**src/rtl/stc_pkg.sv**
```systemverilog
// Shared types and constants for the multi-lane serial two's-complement block.
package stc_pkg;

    localparam int STC_MIN_W = 2;

    typedef enum logic {
        COPY   = 1'b0,
        INVERT = 1'b1
    } lane_state_e;

    // Bit-counter width; W below the legal minimum still yields a 1-bit counter.
    function automatic int stc_k_width(input int w);
        return (w <= STC_MIN_W) ? 1 : $clog2(w);
    endfunction

endpackage

```
**src/rtl/serial_twos_comp_mc_if.sv**
```systemverilog
// Serial stream bundle: input bit lanes with framing, registered result lanes.
interface serial_twos_comp_mc_if #(
    parameter int N = 4
);
    logic         in_valid;
    logic         in_sof;
    logic [N-1:0] in_bit;
    logic [N-1:0] mode;
    logic         out_valid;
    logic [N-1:0] out_bit;
    logic         out_eow;
    logic [N-1:0] ovf;

    modport master (
        output in_valid, in_sof, in_bit, mode,
        input  out_valid, out_bit, out_eow, ovf
    );

    modport slave (
        input  in_valid, in_sof, in_bit, mode,
        output out_valid, out_bit, out_eow, ovf
    );

endinterface

```
**src/rtl/stc_lane.sv**
```systemverilog
// One serial lane: copy bits up to and including the first 1, then invert (negate mode).
module stc_lane
    import stc_pkg::*;
(
    input  logic t_clk,
    input  logic r_n,
    input  logic i_valid,
    input  logic i_first,
    input  logic i_last,
    input  logic i_bit,
    input  logic i_mode,
    output logic o_bit,
    output logic o_ovf
);

    lane_state_e r_state;
    lane_state_e w_state_cur;
    lane_state_e w_state_nxt;
    logic        r_mode;
    logic        w_mode_cur;
    logic        w_out;
    logic        w_ovf;
    logic        r_bit;
    logic        r_ovf;

    // Bit 0 always starts in COPY and uses the live mode, not the latched one.
    assign w_state_cur = i_first ? COPY : r_state;
    assign w_mode_cur  = i_first ? i_mode : r_mode;

    // NOTE: sequential state uses non-blocking assignments so every register samples pre-edge values.
    always_ff @(posedge t_clk or negedge r_n) begin
        if (!r_n) begin
            r_state <= COPY;
            r_mode  <= 1'b0;
        end else if (i_valid) begin
            r_state <= w_state_nxt;
            r_mode  <= w_mode_cur;
        end
    end

    // NOTE: every always_comb output gets a default first so no path can infer a latch.
    always_comb begin
        w_state_nxt = w_state_cur;
        if (w_state_cur == COPY && w_mode_cur && i_bit)
            w_state_nxt = INVERT;
    end

    // A negate lane still in COPY at the MSB saw all-zero low bits, so an MSB of 1 means -2^(W-1).
    always_comb begin
        w_out = i_bit;
        w_ovf = 1'b0;
        if (w_state_cur == INVERT)
            w_out = ~i_bit;
        if (i_last && w_mode_cur && w_state_cur == COPY && i_bit)
            w_ovf = 1'b1;
    end

    always_ff @(posedge t_clk or negedge r_n) begin
        if (!r_n) begin
            r_bit <= 1'b0;
            r_ovf <= 1'b0;
        end else begin
            if (i_valid)
                r_bit <= w_out;
            r_ovf <= i_valid & w_ovf;
        end
    end

    assign o_bit = r_bit;
    assign o_ovf = r_ovf;

endmodule

```
**src/rtl/serial_twos_comp_mc.sv**
```systemverilog
// N-lane serial (LSB-first) pass/negate unit with a shared bit counter and 1-cycle latency.
module serial_twos_comp_mc
    import stc_pkg::*;
#(
    parameter int W = 8,
    parameter int N = 4
) (
    input  logic                  t_clk,
    input  logic                  r_n,
    serial_twos_comp_mc_if.slave  bus
);

    localparam int KW = stc_k_width(W);

    logic [KW-1:0] r_k;
    logic [KW-1:0] w_k;
    logic          w_first;
    logic          w_last;
    logic          r_out_valid;
    logic          r_out_eow;
    logic [N-1:0]  w_out_bit;
    logic [N-1:0]  w_ovf;

    // in_sof forces this bit to index 0, abandoning any partial word.
    assign w_k     = bus.in_sof ? '0 : r_k;
    assign w_first = (w_k == '0);
    assign w_last  = (w_k == KW'(W - 1));

    always_ff @(posedge t_clk or negedge r_n) begin
        if (!r_n) begin
            r_k         <= '0;
            r_out_valid <= 1'b0;
            r_out_eow   <= 1'b0;
        end else begin
            if (bus.in_valid)
                r_k <= w_last ? '0 : w_k + KW'(1);
            r_out_valid <= bus.in_valid;
            r_out_eow   <= bus.in_valid & w_last;
        end
    end

    for (genvar g = 0; g < N; g++) begin : g_lane
        stc_lane u_lane (
            .t_clk   (t_clk),
            .r_n     (r_n),
            .i_valid (bus.in_valid),
            .i_first (w_first),
            .i_last  (w_last),
            .i_bit   (bus.in_bit[g]),
            .i_mode  (bus.mode[g]),
            .o_bit   (w_out_bit[g]),
            .o_ovf   (w_ovf[g])
        );
    end

    assign bus.out_valid = r_out_valid;
    assign bus.out_eow   = r_out_eow;
    assign bus.out_bit   = w_out_bit;
    assign bus.ovf       = w_ovf;

endmodule

```
**src/flat_wrapper.sv**
```systemverilog
// flat-port wrapper written by rule: the top's interface ports become plain ports
module serial_twos_comp_mc_flat import stc_pkg::*;
#(
    parameter int W = 8,
    parameter int N = 4
)
  (t_clk, r_n, bus_in_valid, bus_in_sof, bus_in_bit, bus_mode, bus_out_valid, bus_out_bit, bus_out_eow, bus_ovf);
  serial_twos_comp_mc_if #(.N(N)) bus_i ();
  input  logic t_clk;
  input  logic r_n;
  input wire logic [$bits(bus_i.in_valid)-1:0] bus_in_valid;
  input wire logic [$bits(bus_i.in_sof)-1:0] bus_in_sof;
  input wire logic [$bits(bus_i.in_bit)-1:0] bus_in_bit;
  input wire logic [$bits(bus_i.mode)-1:0] bus_mode;
  output wire logic [$bits(bus_i.out_valid)-1:0] bus_out_valid;
  output wire logic [$bits(bus_i.out_bit)-1:0] bus_out_bit;
  output wire logic [$bits(bus_i.out_eow)-1:0] bus_out_eow;
  output wire logic [$bits(bus_i.ovf)-1:0] bus_ovf;
  assign bus_i.in_valid = bus_in_valid;
  assign bus_i.in_sof = bus_in_sof;
  assign bus_i.in_bit = bus_in_bit;
  assign bus_i.mode = bus_mode;
  assign bus_out_valid = bus_i.out_valid;
  assign bus_out_bit = bus_i.out_bit;
  assign bus_out_eow = bus_i.out_eow;
  assign bus_ovf = bus_i.ovf;
  serial_twos_comp_mc #(.W(W), .N(N)) u_core (.t_clk(t_clk), .r_n(r_n), .bus(bus_i));
endmodule
```
**config.mk**
```make
export PLATFORM = sky130hd
export DESIGN_NAME = serial_twos_comp_mc_flat
export DESIGN_NICKNAME = d
export VERILOG_FILES = /design/src/rtl/stc_pkg.sv /design/src/rtl/serial_twos_comp_mc_if.sv /design/src/rtl/stc_lane.sv /design/src/rtl/serial_twos_comp_mc.sv /design/src/flat_wrapper.sv
export SDC_FILE = /design/constraint.sdc
export NUM_CORES = 1
export LEC_CHECK = 0
export ABC_AREA = 1
export CAP_MARGIN = 10
export CORE_ASPECT_RATIO = 0.75
export CORE_MARGIN = 5
export CORE_UTILIZATION = 24
export DETAILED_ROUTE_END_ITERATION = 16
export SYNTH_ARGS = -nofsm -noshare
export SYNTH_HDL_FRONTEND = slang
export SYNTH_HIERARCHICAL = 1
export SYNTH_SLANG_ARGS = --single-unit
```
**constraint.sdc**
```tcl
create_clock -name t_clk -period 3.6 [get_ports t_clk]
set_clock_uncertainty 0.2 [all_clocks]
set_input_delay 0.72 -clock t_clk [delete_from_list [all_inputs] [get_ports t_clk]]
set_output_delay 0.72 -clock t_clk [all_outputs]
set_load 0.005 [all_outputs]
```
==> results by stage, run 1 <==
Yosys:
- The post-synthesis simple-gate area fraction is 0.344.
- The share of synthesized area in the top cell type comes to 0.516.
- The mux contribution to synthesized area is 0.
- The number of synthesized flops with an enable pin is 0.
- The synthesized-area fraction occupied by xor and xnor cells is 0.
- Synthesis instantiated 11 different standard cells from the library.
- By area, the combinational part of the netlist is dominated by simple AND/OR/NAND/NOR gates.
- The mapped netlist covers slightly above 1000 sq um.
- The synthesized design spends more area on one cell type than any other, namely dfrtp_1.
- The synthesis warning total is 6.
- The arithmetic-cell share of the synthesized area counting full adders, half adders and majority gates is 0.0369.
- A synthesized cell averages 7.96 sq um.
- After synthesis, the share of flip-flops with an asynchronous set or reset is 1.00.
- The share of the Yosys chip area taken by registers is 0.516.
- The most common cell in the synthesized netlist is nand2_1.
- Among all flip-flop cells after synthesis, the most frequent one is dfrtp_1.
- The number of nets in the synthesized netlist is approximately 140.
- Counting flops and latches in the post-synthesis netlist gives 21.
- After synthesis, the cell types taking the most area are dfrtp_1, nand2_1, nand2_2, nand3_1, inv_1.
- Sorting the synthesized cells by how often they occur yields nand2_1, dfrtp_1, inv_1.
- The number of cells produced by synthesis is approximately 130.
- The post-synthesis compound-gate area fraction is 0.0295.

Worst setup path:
- The signal on the critical path passes through clkdlybuf4s50_1 > inv_1 > nand2_2 > ha_1 > inv_1 > nor2_1 > inv_2 > nand2_1 > nand2_2 > nand2_2 > nand2_1.
- The worst setup path is captured at a register.
- The critical path's top delay family is simple AND/OR/NAND/NOR gates.
- The worst setup path is launched from an input port.
- The most frequent cell on the critical path is nand2_2.
- The worst setup path is of the in -> reg kind.
- The stage delay of the slowest cell on the critical path is 0.51 ns.
- The count of buffer and inverter cells on the critical path is 4.
- The largest fanout on the critical path is 8.
- The arrival time at the worst endpoint is ~2.5 ns.
- The critical path's slowest cell is clkdlybuf4s50_1.
- For the worst setup path, the data required time is roughly 3.6 ns.

Timing:
- Setup violations remaining at the end of the flow were counted as 0.
- Subtracting the final worst setup slack from the clock period gives approximately 2.5 ns.
- The count of endpoints failing hold in the final timing report is 0.
- Setup repair after global routing left no endpoint under its margin.
- Measured against its own limit, the worst slew margin works out to 0.385.
- In the finished design, the share of the clock period the worst path needs comes to 0.701.
- The pin slew with the least headroom to its limit is about 0.92 ns.
- The count of final max-slew check failures came to 0.
- The maximum clock frequency is slightly below 0.4 GHz.
- The smallest hold slack is 0.286 ns.
- The post-route setup TNS is 0 ns.

Floorplan:
- The die covers roughly 5700 sq um.
- Pin placement for this block handled 22 I/O pins.
- The floorplan die height is roughly 66 um.
- The core area is between 4000 and 5000 sq um.
- After floorplanning, the core was divided into 20 placement rows.
- Measured along the x axis, the die boundary spans between 80 and 90 um.
- The starting density of the core is 0.250.

Clocking:
- The clock sink count is 21.
- The H-tree level count is 1.
- The worst-case clock buffer depth is 2.
- In this run the clock root is driven by a clkbuf_8.
- The number of buffers created by CTS is 3.
- The clock tree from TritonCTS is built.
- Hold repair after CTS inserted 0 buffers.
- The clock latency on the worst-skew pair is approximately 0.26 ns.
- The post-cts repair resize count is 0.
- The clock transition at the registers of the reported paths is around 0.07 ns.
- After clock tree synthesis, the setup repair step added 0 buffers.

Global routing:
- The number of global-route vias before repair is approximately 840.
- The wire length of the first global-routing pass is 3750 um.
- The maximum number of pins on one net before global-route repair is 22.
- The met3 usage in global routing is 0.0473.
- In the global route stage, overall resource usage came out at 0.0867.
- The met2 capacity usage during global routing is 0.129.
- The total overflow reported by the global router is 0.
- The global routing stage identified its most utilized layer as met2.
- For this run, global-route usage on met1 was measured as 0.108.
- The number of antenna violations at the first check in global routing came to 0.

Drt:
- The DRC violation count after routing is 0.
- The final antenna-violating net count is 0.
- The total wirelength of the detailed-routed design is roughly 2100 um.
- The initial detailed-routing violation count is 30.
- The detailed-route vias per instance is between 3 and 4.
- The number of iterations in the first detailed-routing pass is 4.
- The via count is 829.
- After detailed routing, the average wire length per cell comes to 10.1 um.

Finish:
- Of the cells placed in the final design, the portion with a size suffix greater than 1 is 0.162.
- The area growth from synthesis to layout is 32.6%.
- The net count of the finished layout is 170.
- The final antenna diode count is 0.

Worst hold path:
- The path category of the worst min-delay check is reg -> reg.

Place:
- The global placement routability congestion is between 0.7 and 0.8.
- The HPWL after detailed placement is around 1600 um.
- Port buffering added 21 buffers.

Job:
- The number of max-cap violations is 0.

Pwr:
- The total power consumption of the routed design is approximately 570 uW.
- The analysis attributes to cell leakage a power of a little over 0.7 nW.
- IR analysis of the VDD net gives a maximum drop of around 0.00015 V.
- The cell area power density is about 420 nW/um^2.

Outcome:
- The run finished with clean final reports.
[path summary, 6_finish.rpt]
| path | from | end | slack (ns) | cells past startpoint |
|---|---|---|---|---|
| worst max-delay path | bus_in_sof | u_core/g_lane[1].u_lane/r_mode | 1.08 | 11 |
| worst min-delay path | u_core/g_lane[3].u_lane/o_bit | u_core/g_lane[3].u_lane/o_bit | 0.29 | 2 |
| worst max register to register | u_core/r_k[1] | u_core/g_lane[1].u_lane/r_mode | 1.65 | 11 |
| worst min register to register | u_core/g_lane[3].u_lane/o_bit | u_core/g_lane[3].u_lane/o_bit | 0.29 | 2 |
| max in group asynchronous | r_n | u_core/g_lane[1].u_lane/r_state | 1.86 | 1 |
| min in group asynchronous | r_n | u_core/r_k[0] | 0.77 | 1 |
[through the flow]
step	area, sq um	util	std cells	worst slack (ns)
2_1_floorplan	1020	-	128	1.57
3_3_place_gp	1310	0.320	205	0.860
3_5_place_dp	1310	0.320	205	0.790
4_1_cts	1350	0.331	209	1.06
5_1_grt	1350	0.331	209	0.896
6_report	1350	0.331	209	1.08
[report_power, final]
| group | switching, mW | internal, mW | leakage, nW | total (mW) |
|---|---|---|---|---|
| Combinational | 0.0732 | 0.0558 | 0.415 | 0.129 |
| Clock | 0.0734 | 0.0788 | 0.0228 | 0.152 |
| Sequential | 0.0190 | 0.266 | 0.270 | 0.285 |
| Total | 0.166 | 0.401 | 0.707 | 0.566 |
[cell type report]
cell class,count,area (sq um)
Timing Repair Buffer,22,218
Tap cell,55,68.8
Inverter,20,75.1
Multi-Input combinational cell,87,418
Fill cell,429,2730
Clock buffer,4,45.0
Sequential cell,21,526
[cells by family after synthesis]
kind of cell             Yosys count
AND/OR/NAND/NOR                   78
flip-flops                        21
buffers and inverters             20
AO/OA/AOI/OAI                      6
adder cells (fa/ha/maj)            3
[registers in the layout, summed over array words and instances, names as in the netlist]
name                          count
u_core/bus.out_eow                1
u_core/bus.out_valid              1
u_core/g_lane.u_lane/o_bit        4
u_core/g_lane.u_lane/o_ovf        4
u_core/g_lane.u_lane/r_mode       4
u_core/g_lane.u_lane/r_state      4
u_core/r_k                        3
[tightest hold or removal path, delay by kind of cell (launching register included)]
family / cells / cell delay, ns
flops: 1 / 0.35
simple gates: 2 / 0.11
[per-layer routing]
metal | up-vias | part of all wire
li1 | 438 | -
met1 | 370 | 0.52
met2 | 17 | 0.40
met3 | 4 | 0.078
met4 | 0 | 0.010
met5 | - | 0
[layout by cell type, fill, tap and decap left out]
cell type and instances:
nand2_1 46, dfrtp_1 21, nor2_1 3, o21ai_0 2
inv_1 16, inv_2 4, nand2_2 13, nor2_2 4
clkbuf_8 3, clkbuf_1 1, clkdlybuf4s50_1 21, o21ai_1 4
nand3_1 12, ha_1 3, buf_4 1
No activity file was read; power rests on OpenSTA's default activity.
==> run 2, diff against run 1 <==
Clock period 3.6 ns to 2.5 ns, I/O delays scaled along.
==> results by stage, run 2 (same netlist as run 1, synthesis figures left out) <==
Timing:
- Dividing the final minimum period by the clock period gives 0.799.
- Final hold analysis gives a worst-case slack of between 0.2 and 0.3 ns.
- The count of final max-slew check failures was 0.
- Based on the critical path, the design can be clocked at up to roughly 0.5 GHz.
- The smallest clock period supported by the final layout is computed as between 1.5 and 2 ns.
- The final setup violation count is 0.
- For the pin with the worst max-slew slack, the measured transition is 0.279 ns.
- The post-route setup TNS is 0 ns.
- The worst-case headroom to the max-slew limit is 0.814.
- The count of endpoints failing hold in the final timing report is 0.
- Setup repair after global routing left no endpoint under its margin.

Drt:
- The total wirelength of the detailed-routed design is roughly 2100 um.
- After detailed routing, the average wire length per cell comes to 9.90 um.
- The number of iterations in the first detailed-routing pass is 4.
- For this block, the initial DRC count from the detailed router was 10.
- For this run, design rule violations remaining after detail routing come to 0.
- The via count is between 800 and 900.
- Using the TritonRoute via totals, the vias-per-cell ratio works out to a little under 4.
- Once detail routing completed, the nets flagged for antenna violations numbered 0.

Worst setup path:
- The end of the worst register-to-register path is u_core/g_lane[0].u_lane/o_bit.
- The endpoint type of the worst setup path is a register.
- In this run the worst path has a maximum fanout of 8.
- The arrival time at the worst endpoint is between 1.5 and 2 ns.
- The critical path class is in -> reg.
- The startpoint identified for the worst register-to-register timing path is u_core/r_k[1].
- The register-to-register setup slack is between 0.8 and 0.9 ns.
- STA classifies the critical path startpoint as an input port.
- For the worst flop-to-flop path, the logic depth is 13.
- STA puts the critical path data required time at 2.45 ns.

Pwr:
- The cell area power density is a little over 600 nW/um^2.
- In this run the static leakage power is ~0.72 nW.
- Across the VDD grid, the largest voltage drop is about 0.00027 V.

Finish:
- The top cell types in the final layout, fill and taps aside, are nand2_1, clkdlybuf4s50_1, dfrtp_1, inv_1, nand2_2.
- The sequential cell area is between 500 and 600 sq um.
- The fraction of layout instances using a drive strength above 1 is 0.173.
- Leaving out fill and tap cells, the most frequent cell in the layout is nand2_1.
- For this run, the number of standard cells in the final layout without fillers is approximately 210.
- Counting the fill cells in the layout gives 434.
- The number of antenna diodes in the final layout is 0.
- Summing all multi-input logic gate instances after layout gives approximately 420 sq um.
- From synthesis to final layout, the design area changed by 34.0%.
- The net count of the finished layout is around 170.

Outcome:
- The run finished with clean final reports.

Clocking:
- TritonCTS built the clock tree.
- TritonCTS created 3 clock buffers.
- The clock latency on the worst-skew pair is 0.26 ns.
- The worst-case clock buffer depth is 2.
- Clock tree synthesis found a total of 21 sinks.
- Clock tree synthesis selected as its root buffer the cell clkbuf_8.
- The number of buffers inserted by hold repair at cts is 0.
- The number of setup buffers added after CTS is 0.
- The clock transition at the registers of the reported paths is about 0.08 ns.
- The H-tree level count is 1.
- After clock tree synthesis, the repair step resized 0 gates.

Place:
- Routability-driven placement finished with a final weighted congestion of 0.744.
- Once detailed placement completed, the half-perimeter wirelength came to approximately 1500 um.
- In this run, placement finished with an instance count of around 210.
- The count of buffers inserted at the top-level ports is 21.

Worst hold path:
- The critical hold path startpoint is u_core/g_lane[1].u_lane/o_bit.
- The hold path endpoint is u_core/g_lane[1].u_lane/o_bit.
- The path category of the worst min-delay check is reg -> reg.
- The cell depth of the worst min-delay path is 2.

Floorplan:
- The starting density of the core is 0.250.
- The overall die area is between 5000 and 6000 sq um.
- The top-level I/O count is 22.
- The horizontal die dimension is 85.2 um.
- The floorplan has 20 rows.
- The floorplan die height is roughly 66 um.
- After floorplanning, the core was sized to cover slightly above 4000 sq um.

Global routing:
- The number of antenna violations at the first check in global routing is 0.
- For this run, the total global-route usage over all layers was measured as 0.0784.
- Summed over all layers, the global routing overflow is 0.
- The first global-routing pass estimated ~3500 um of wire.
- Entering global routing, the biggest net connects 25 pins.
- The number of global-route vias before repair is approximately 800.

Job:
- Across the run, the number of max-cap violations was 0.
-- run 2: how the worst max path moves through the flow --
stage	startpoint	end	slack, ns	cells past startpoint
3_3_place_gp	bus_in_sof	u_core/g_lane[3].u_lane/o_bit	0.25	13
5_1_grt	bus_in_sof	u_core/g_lane[2].u_lane/o_bit	0.37	13
4_1_cts	bus_in_sof	u_core/g_lane[0].u_lane/o_bit	0.50	13
6_report	bus_in_sof	u_core/g_lane[0].u_lane/o_bit	0.50	13
2_1_floorplan	bus_in_sof	u_core/g_lane[0].u_lane/r_mode	0.69	10
3_5_place_dp	bus_in_sof	u_core/g_lane[0].u_lane/o_bit	0.24	13
-- run 2: metal layers --
layer	GRT usage	routed length, um
met5	0	0
met4	0.0119	10
met1	0.106	1150
met3	0.0324	90
met2	0.118	842
-- run 2: worst max-delay path, stage by stage --
cell,delay (ns)
clkdlybuf4s50_1,0.44
nor2_1,0.17
inv_1,0.06
ha_1,0.18
inv_1,0.05
nor2_1,0.04
buf_4,0.17
inv_2,0.08
nand2_2,0.05
nand2_1,0.05
nand2_1,0.05
nand2_1,0.05
nand2_1,0.05
-- run 2: layout make-up --
| type | instances | area share |
|---|---|---|
| flip-flops and latches | 21 | 0.385 |
| multi-input cells | 87 | 0.306 |
| repair buffers | 24 | 0.170 |
| inverters | 20 | 0.0550 |
| well taps | 55 | 0.0504 |
| clock buffers | 4 | 0.0330 |
-- run 2: report_power, final --
part / switching [mW] / leakage, nW / internal, mW / total [mW]
Clock: 0.112 / 0.0228 / 0.113 / 0.225
Combinational: 0.107 / 0.424 / 0.0848 / 0.191
Sequential: 0.0282 / 0.270 / 0.383 / 0.411
-- run 2: per-stage QoR --
step	cell area [sq um]	utilization	power, mW	worst slack, ns
finish	1370	0.335	0.828	0.503
global route	1370	0.335	0.882	0.368
CTS	1370	0.335	0.837	0.499
detailed placement	1320	0.324	0.609	0.240
global placement	1320	0.324	0.608	0.251
floorplan	1020	-	0.525	0.694
